===== src/rtl/dpot_responder_if.sv =====
// Pin-level SPI link between a Pmod DPOT master and the responder, plus the
// responder's status outputs.
interface dpot_responder_if #(
  parameter int unsigned DATA_W = 8
) ();

  logic              nCS;
  logic              SCLK;
  logic              MOSI;
  logic [DATA_W-1:0] wiper;
  logic              busy;
  logic              frame_done;
  logic              frame_err;

  modport master (
    output nCS,
    output SCLK,
    output MOSI,
    input  wiper,
    input  busy,
    input  frame_done,
    input  frame_err
  );

  modport slave (
    input  nCS,
    input  SCLK,
    input  MOSI,
    output wiper,
    output busy,
    output frame_done,
    output frame_err
  );

endinterface


===== src/rtl/dpot_responder.sv =====
// SPI write-frame receiver for the Pmod DPOT link: synchronizes the pins into clk,
// shifts MSB-first frames and commits good ones to the wiper register.
module dpot_responder #(
  parameter int unsigned       DATA_W      = 8,
  parameter logic [DATA_W-1:0] RESET_VALUE = DATA_W'(8'h80),
  parameter int unsigned       SYNC_STAGES = 2
) (
  input logic              clk,
  input logic              nrst,
  dpot_responder_if.slave  bus_io
);

  localparam int unsigned     CntW    = $clog2(DATA_W + 2);
  localparam logic [CntW-1:0] CntFull = CntW'(DATA_W);
  localparam logic [CntW-1:0] CntSat  = CntW'(DATA_W + 1);

  typedef enum logic [0:0] {StIdle, StShift} state_e;

  logic [SYNC_STAGES-1:0] ncs_sync_q, ncs_sync_d;
  logic [SYNC_STAGES-1:0] sclk_sync_q, sclk_sync_d;
  logic [SYNC_STAGES-1:0] mosi_sync_q, mosi_sync_d;
  logic                   ncs_prev_q, ncs_prev_d;
  logic                   sclk_prev_q, sclk_prev_d;
  state_e                 state_q, state_d;
  logic [DATA_W-1:0]      shift_q, shift_d;
  logic [DATA_W-1:0]      wiper_q, wiper_d;
  logic [CntW-1:0]        cnt_q, cnt_d;
  logic                   close_q, close_d;
  logic                   done_q, done_d;
  logic                   err_q, err_d;

  logic ncs_s, sclk_s, mosi_s;
  logic ncs_rise, ncs_fall, sclk_rise;

  always_comb begin
    ncs_sync_d  = {ncs_sync_q[SYNC_STAGES-2:0], bus_io.nCS};
    sclk_sync_d = {sclk_sync_q[SYNC_STAGES-2:0], bus_io.SCLK};
    mosi_sync_d = {mosi_sync_q[SYNC_STAGES-2:0], bus_io.MOSI};

    ncs_s  = ncs_sync_q[SYNC_STAGES-1];
    sclk_s = sclk_sync_q[SYNC_STAGES-1];
    mosi_s = mosi_sync_q[SYNC_STAGES-1];

    ncs_prev_d  = ncs_s;
    sclk_prev_d = sclk_s;
    ncs_rise    = ncs_s & ~ncs_prev_q;
    ncs_fall    = ~ncs_s & ncs_prev_q;
    sclk_rise   = sclk_s & ~sclk_prev_q;

    state_d = state_q;
    shift_d = shift_q;
    cnt_d   = cnt_q;
    wiper_d = wiper_q;
    close_d = 1'b0;
    done_d  = 1'b0;
    err_d   = 1'b0;

    // Judge the frame one cycle after the close; reads only _q values, so a new
    // frame opening in this same cycle cannot disturb the commit.
    if (close_q) begin
      if (cnt_q == CntFull) begin
        wiper_d = shift_q;
        done_d  = 1'b1;
      end else begin
        err_d = 1'b1;
      end
    end

    unique case (state_q)
      StIdle: begin
        if (ncs_fall) begin
          state_d = StShift;
          shift_d = '0;
          cnt_d   = '0;
        end
      end
      StShift: begin
        // A clock edge coincident with the close is dropped.
        if (ncs_rise) begin
          state_d = StIdle;
          close_d = 1'b1;
        end else if (sclk_rise) begin
          shift_d = {shift_q[DATA_W-2:0], mosi_s};
          if (cnt_q != CntSat) begin
            cnt_d = cnt_q + CntW'(1);
          end
        end
      end
      default: state_d = StIdle;
    endcase
  end

  always_ff @(posedge clk or negedge nrst) begin
    if (!nrst) begin
      ncs_sync_q  <= '1;
      sclk_sync_q <= '0;
      mosi_sync_q <= '0;
      ncs_prev_q  <= 1'b1;
      sclk_prev_q <= 1'b0;
      state_q     <= StIdle;
      shift_q     <= '0;
      wiper_q     <= RESET_VALUE;
      cnt_q       <= '0;
      close_q     <= 1'b0;
      done_q      <= 1'b0;
      err_q       <= 1'b0;
    end else begin
      ncs_sync_q  <= ncs_sync_d;
      sclk_sync_q <= sclk_sync_d;
      mosi_sync_q <= mosi_sync_d;
      ncs_prev_q  <= ncs_prev_d;
      sclk_prev_q <= sclk_prev_d;
      state_q     <= state_d;
      shift_q     <= shift_d;
      wiper_q     <= wiper_d;
      cnt_q       <= cnt_d;
      close_q     <= close_d;
      done_q      <= done_d;
      err_q       <= err_d;
    end
  end

  assign bus_io.wiper      = wiper_q;
  assign bus_io.busy       = (state_q == StShift);
  assign bus_io.frame_done = done_q;
  assign bus_io.frame_err  = err_q;

endmodule


===== src/flat_wrapper.sv =====
// flat-port wrapper written by rule: the top's interface ports become plain ports
module dpot_responder_flat 
#(
  parameter int unsigned       DATA_W      = 8,
  parameter logic [DATA_W-1:0] RESET_VALUE = DATA_W'(8'h80),
  parameter int unsigned       SYNC_STAGES = 2
)
  (clk, nrst, bus_io_nCS, bus_io_SCLK, bus_io_MOSI, bus_io_wiper, bus_io_busy, bus_io_frame_done, bus_io_frame_err);
  dpot_responder_if #(.DATA_W(DATA_W)) bus_io_i ();
  input logic clk;
  input logic nrst;
  input wire logic [$bits(bus_io_i.nCS)-1:0] bus_io_nCS;
  input wire logic [$bits(bus_io_i.SCLK)-1:0] bus_io_SCLK;
  input wire logic [$bits(bus_io_i.MOSI)-1:0] bus_io_MOSI;
  output wire logic [$bits(bus_io_i.wiper)-1:0] bus_io_wiper;
  output wire logic [$bits(bus_io_i.busy)-1:0] bus_io_busy;
  output wire logic [$bits(bus_io_i.frame_done)-1:0] bus_io_frame_done;
  output wire logic [$bits(bus_io_i.frame_err)-1:0] bus_io_frame_err;
  assign bus_io_i.nCS = bus_io_nCS;
  assign bus_io_i.SCLK = bus_io_SCLK;
  assign bus_io_i.MOSI = bus_io_MOSI;
  assign bus_io_wiper = bus_io_i.wiper;
  assign bus_io_busy = bus_io_i.busy;
  assign bus_io_frame_done = bus_io_i.frame_done;
  assign bus_io_frame_err = bus_io_i.frame_err;
  dpot_responder #(.DATA_W(DATA_W), .RESET_VALUE(RESET_VALUE), .SYNC_STAGES(SYNC_STAGES)) u_core (.clk(clk), .nrst(nrst), .bus_io(bus_io_i));
endmodule

===== config.mk =====
export PLATFORM = sky130hd
export DESIGN_NAME = dpot_responder_flat
export DESIGN_NICKNAME = d
export VERILOG_FILES = /design/src/rtl/dpot_responder_if.sv /design/src/rtl/dpot_responder.sv /design/src/flat_wrapper.sv
export SDC_FILE = /design/constraint.sdc
export NUM_CORES = 1
export LEC_CHECK = 0
export CORE_UTILIZATION = 57
export DETAILED_ROUTE_END_ITERATION = 10
export GPL_TIMING_DRIVEN = 0
export PLACE_DENSITY = 0.83
export SETUP_SLACK_MARGIN = 0.4
export SLEW_MARGIN = 20
export SYNTH_ARGS = -nofsm -noshare
export SYNTH_HDL_FRONTEND = slang
export SYNTH_SLANG_ARGS = --single-unit

===== constraint.sdc =====
create_clock -name clk -period 3.1 [get_ports clk]
set_clock_uncertainty 0.2 [all_clocks]
set_input_delay 0.775 -clock clk [delete_from_list [all_inputs] [get_ports clk]]
set_output_delay 0.775 -clock clk [all_outputs]
set_load 0.005 [all_outputs]

==> results.json <==
{
  "cts_resized": 0,
  "switching_power_mw": 0.235,
  "critPathTopFamily": "flip-flops",
  "relSlewSlack_pct": 54.9,
  "root_buffer": "clkbuf_4",
  "status": "finished clean",
  "clock_path_buffers": 2,
  "hold_buffers": 0,
  "yosys_warnings": 0,
  "hp-class": "flip-flop to flip-flop",
  "combPwrFrac_pct": 16.0,
  "cts_setup_buffers": 0,
  "wl_um": 2180,
  "fp.dieW_um": 49.6,
  "finalNonFillerCells": 153,
  "ir_drop_uv": 449,
  "fp.dieH_um": 49.6,
  "p_int_mw": 0.603,
  "grt_max_degree": 33,
  "firstDrtPassIters": 4,
  "drc": 0,
  "cap_violations": 0,
  "cp_cell_sequence": "clkdlybuf4s50_1",
  "synth_area_per_cell_um2": 12.5,
  "drive_gt1_share_pct": 11.1,
  "viasPerCell": 5.55,
  "start_util_pct": 63.1,
  "slew_violations": 0,
  "antenna_found_initial": 0,
  "power_frac_seq_pct": 58.1,
  "seq_area_frac_synth_pct": 62.5,
  "cp-end-kind": "output pin",
  "fin_crit_sh_pct": 74.7,
  "path_buf_inv": 1,
  "place_inst": 145,
  "syn_inst": 103,
  "nets": 133,
  "synth_cell_type_count": 34,
  "hpwl_um": 1470,
  "setup_tns_ns": 0,
  "fp.dieArea_um2": 2460,
  "path_clk_slew_ns": 0.09,
  "setup_viol": 0,
  "clock_latency_ns": 0.33,
  "cts_buffers": 5,
  "crit_path_max_fanout": 2,
  "hold_viol": 0,
  "grt_pass1_wl_um": 3910,
  "grt_pass1_vias": 894,
  "cts_sinks": 32,
  "worstSetupPathType": "flip-flop to output pin",
  "vias": 849,
  "p_leak_nw": 0.758,
  "synth_seq_cells": 32,
  "grt_setup_unrepaired": "false",
  "synthesis.nets": 111,
  "syn_area_um2": 1290,
  "postRouteAntennaNets": 0,
  "cpPeakStageDelay_ns": 0.53,
  "gr-total-overflow": 0,
  "port_buffers": 15,
  "max_freq_mhz": 432,
  "fill_cells": 155,
  "coreArea_um2": 2040,
  "setup.worst_path.start_class": "flip-flop",
  "cts_tree": "yes",
  "htreeDepth": 2,
  "min_period_ns": 2.32,
  "ioPinCount": 16,
  "crit_arrival_ns": 1.34,
  "grt_usage_pct": 21.9,
  "slowest_stage": "dfstp_2",
  "crit_required_ns": 2.12,
  "p_per_area_nw_per_um2": 552,
  "syn_to_final_growth_pct": 17.8,
  "drt_iter0_drc": 14,
  "diodes": 0,
  "p_sw_share_pct": 28.1,
  "num_rows": 16,
  "wl_per_cell_um": 14.3,
  "worst_slew_pin_slew_ns": 0.676,
  "gp_congestion": 0.919,
  "power_frac_clock_pct": 26.0
}
[layout by cell type, fill, tap and decap left out]
cell	n
dfrtp_1	28
a21o_1	1
dfstp_2	4
nand3b_1	1
a41o_1	1
nand4b_1	1
a21bo_1	4
buf_2	2
and2b_1	1
a2bb2oi_1	1
clkdlybuf4s50_1	14
mux2i_1	4
mux2_1	5
and3_1	1
ha_1	3
o21ai_0	2
o311ai_1	1
nor4_1	1
clkbuf_4	5
nor2b_1	1
clkinv_2	1
o211ai_1	1
nand2b_1	3
a31oi_1	1
o31a_1	1
inv_2	1
nand2_1	9
or3b_1	1
o21a_1	1
nand3_1	1
inv_1	8
or3_1	1
nor2_1	1
o21ai_1	4
nand4_1	6
buf_6	1
clkbuf_1	4
[registers in the layout, indices dropped and copies added, names as in the netlist]
name	cells
u_core.bus_io.frame_err	1
u_core.bus_io.wiper	8
u_core.ncs_sync_q	2
u_core.sclk_sync_q	2
u_core.cnt_q	4
u_core.bus_io.busy	1
u_core.ncs_prev_q	1
u_core.sclk_prev_q	1
u_core.close_q	1
u_core.bus_io.frame_done	1
u_core.mosi_sync_q	2
u_core.shift_q	8
[layer usage]
| layer | GRT usage, % | vias to the layer above | share of wire [%] |
|---|---|---|---|
| met4 | 10.0 | 0 | 1.9 |
| met1 | 25.3 | 419 | 44 |
| met2 | 36.9 | 25 | 49 |
| met5 | 0 | - | 0 |
| met3 | 6.79 | 5 | 5.2 |
| li1 | - | 400 | - |
[area by class of cell]
cell class	count	area [µm²]	share of cell area, %
buffer	4	23.8	1.57
clock buffer	7	45.0	2.97
clock inverter	1	5.00	0.330
inverter	9	33.8	2.23
multi-input combinational	58	425	28.0
sequential	32	806	53.1
tap	27	33.8	2.23
timing repair buffer	15	145	9.56
[through the flow]
stage          worst slack, ns  cell area (µm²)  hold WS, ns  total power, mW  utilization (%)
5_1_grt                  0.737             1520        0.161            0.883             74.3
4_1_cts                  0.769             1520        0.157            0.847             74.3
2_1_floorplan             1.45             1290        0.131            0.576                -
6_report                 0.783             1520        0.154            0.838             74.3
3_5_place_dp              1.13             1470        0.137            0.623             71.9
3_3_place_gp             0.517             1470        0.134            0.614             72.1
[synth_stat cells, drive strengths merged]
library cell  count  area (µm²)
a21bo             4        40.0
a21o              1        7.51
a2bb2oi           1        8.76
a31oi             1        6.26
a41o              1        10.0
and2b             1        7.51
and3              1        6.26
buf               2        16.3
clkbuf            2        7.51
dfrtp            28         701
dfstp             4         105
ha                3        37.5
inv               9        33.8
mux2              5        56.3
mux2i             4        40.0
nand2             9        33.8
nand2b            3        18.8
nand3             1        5.00
nand3b            1        7.51
nand4             6        37.5
nand4b            1        8.76
nor2              1        3.75
nor2b             1        6.26
nor4              1        6.26
o211ai            1        7.51
o21a              1        7.51
o21ai             6        30.0
o311ai            1        8.76
o31a              1        8.76
or3               1        6.26
or3b              1        8.76
[path summary, 6_finish.rpt]
check                                                endpoint                          startpoint  cells past startpoint  slack [ns]
setup reg to reg           u_core.bus_io.wiper[3]$_DFFE_PN0P_         u_core.cnt_q[0]$_DFFE_PN0P_                      5        1.34
max in group asynchronous         u_core.cnt_q[3]$_DFFE_PN0P_                                nrst                      1        1.98
min in group asynchronous         u_core.cnt_q[2]$_DFFE_PN0P_                                nrst                      1        0.28
hold / removal                u_core.mosi_sync_q[1]$_DFF_PN0_     u_core.mosi_sync_q[0]$_DFF_PN0_                      0        0.15
hold reg to reg               u_core.mosi_sync_q[1]$_DFF_PN0_     u_core.mosi_sync_q[0]$_DFF_PN0_                      0        0.15
setup / recovery                              bus_io_wiper[7]  u_core.bus_io.wiper[7]$_DFFE_PN1P_                      1        0.78
[power by group through the flow]
stage                     Combinational, mW  Sequential (mW)  Clock (mW)
after CTS                             0.135            0.486       0.226
after detailed placement              0.129            0.494           0
after global routing                  0.150            0.493       0.240
after global placement                0.122            0.491           0
after floorplan                      0.0903            0.485           0
final                                 0.134            0.486       0.218
[logic make-up after synthesis]
group,count (synthesis),share of synthesized area [%]
and+or+nand+nor,28,12.1
buffers and inverters,13,4.47
AOI/OAI and AO/OA,18,10.5
muxes,9,7.48
DFF,32,62.5
adders and majority gates,3,2.91
Note: power is estimated with default switching activity, not from simulation.
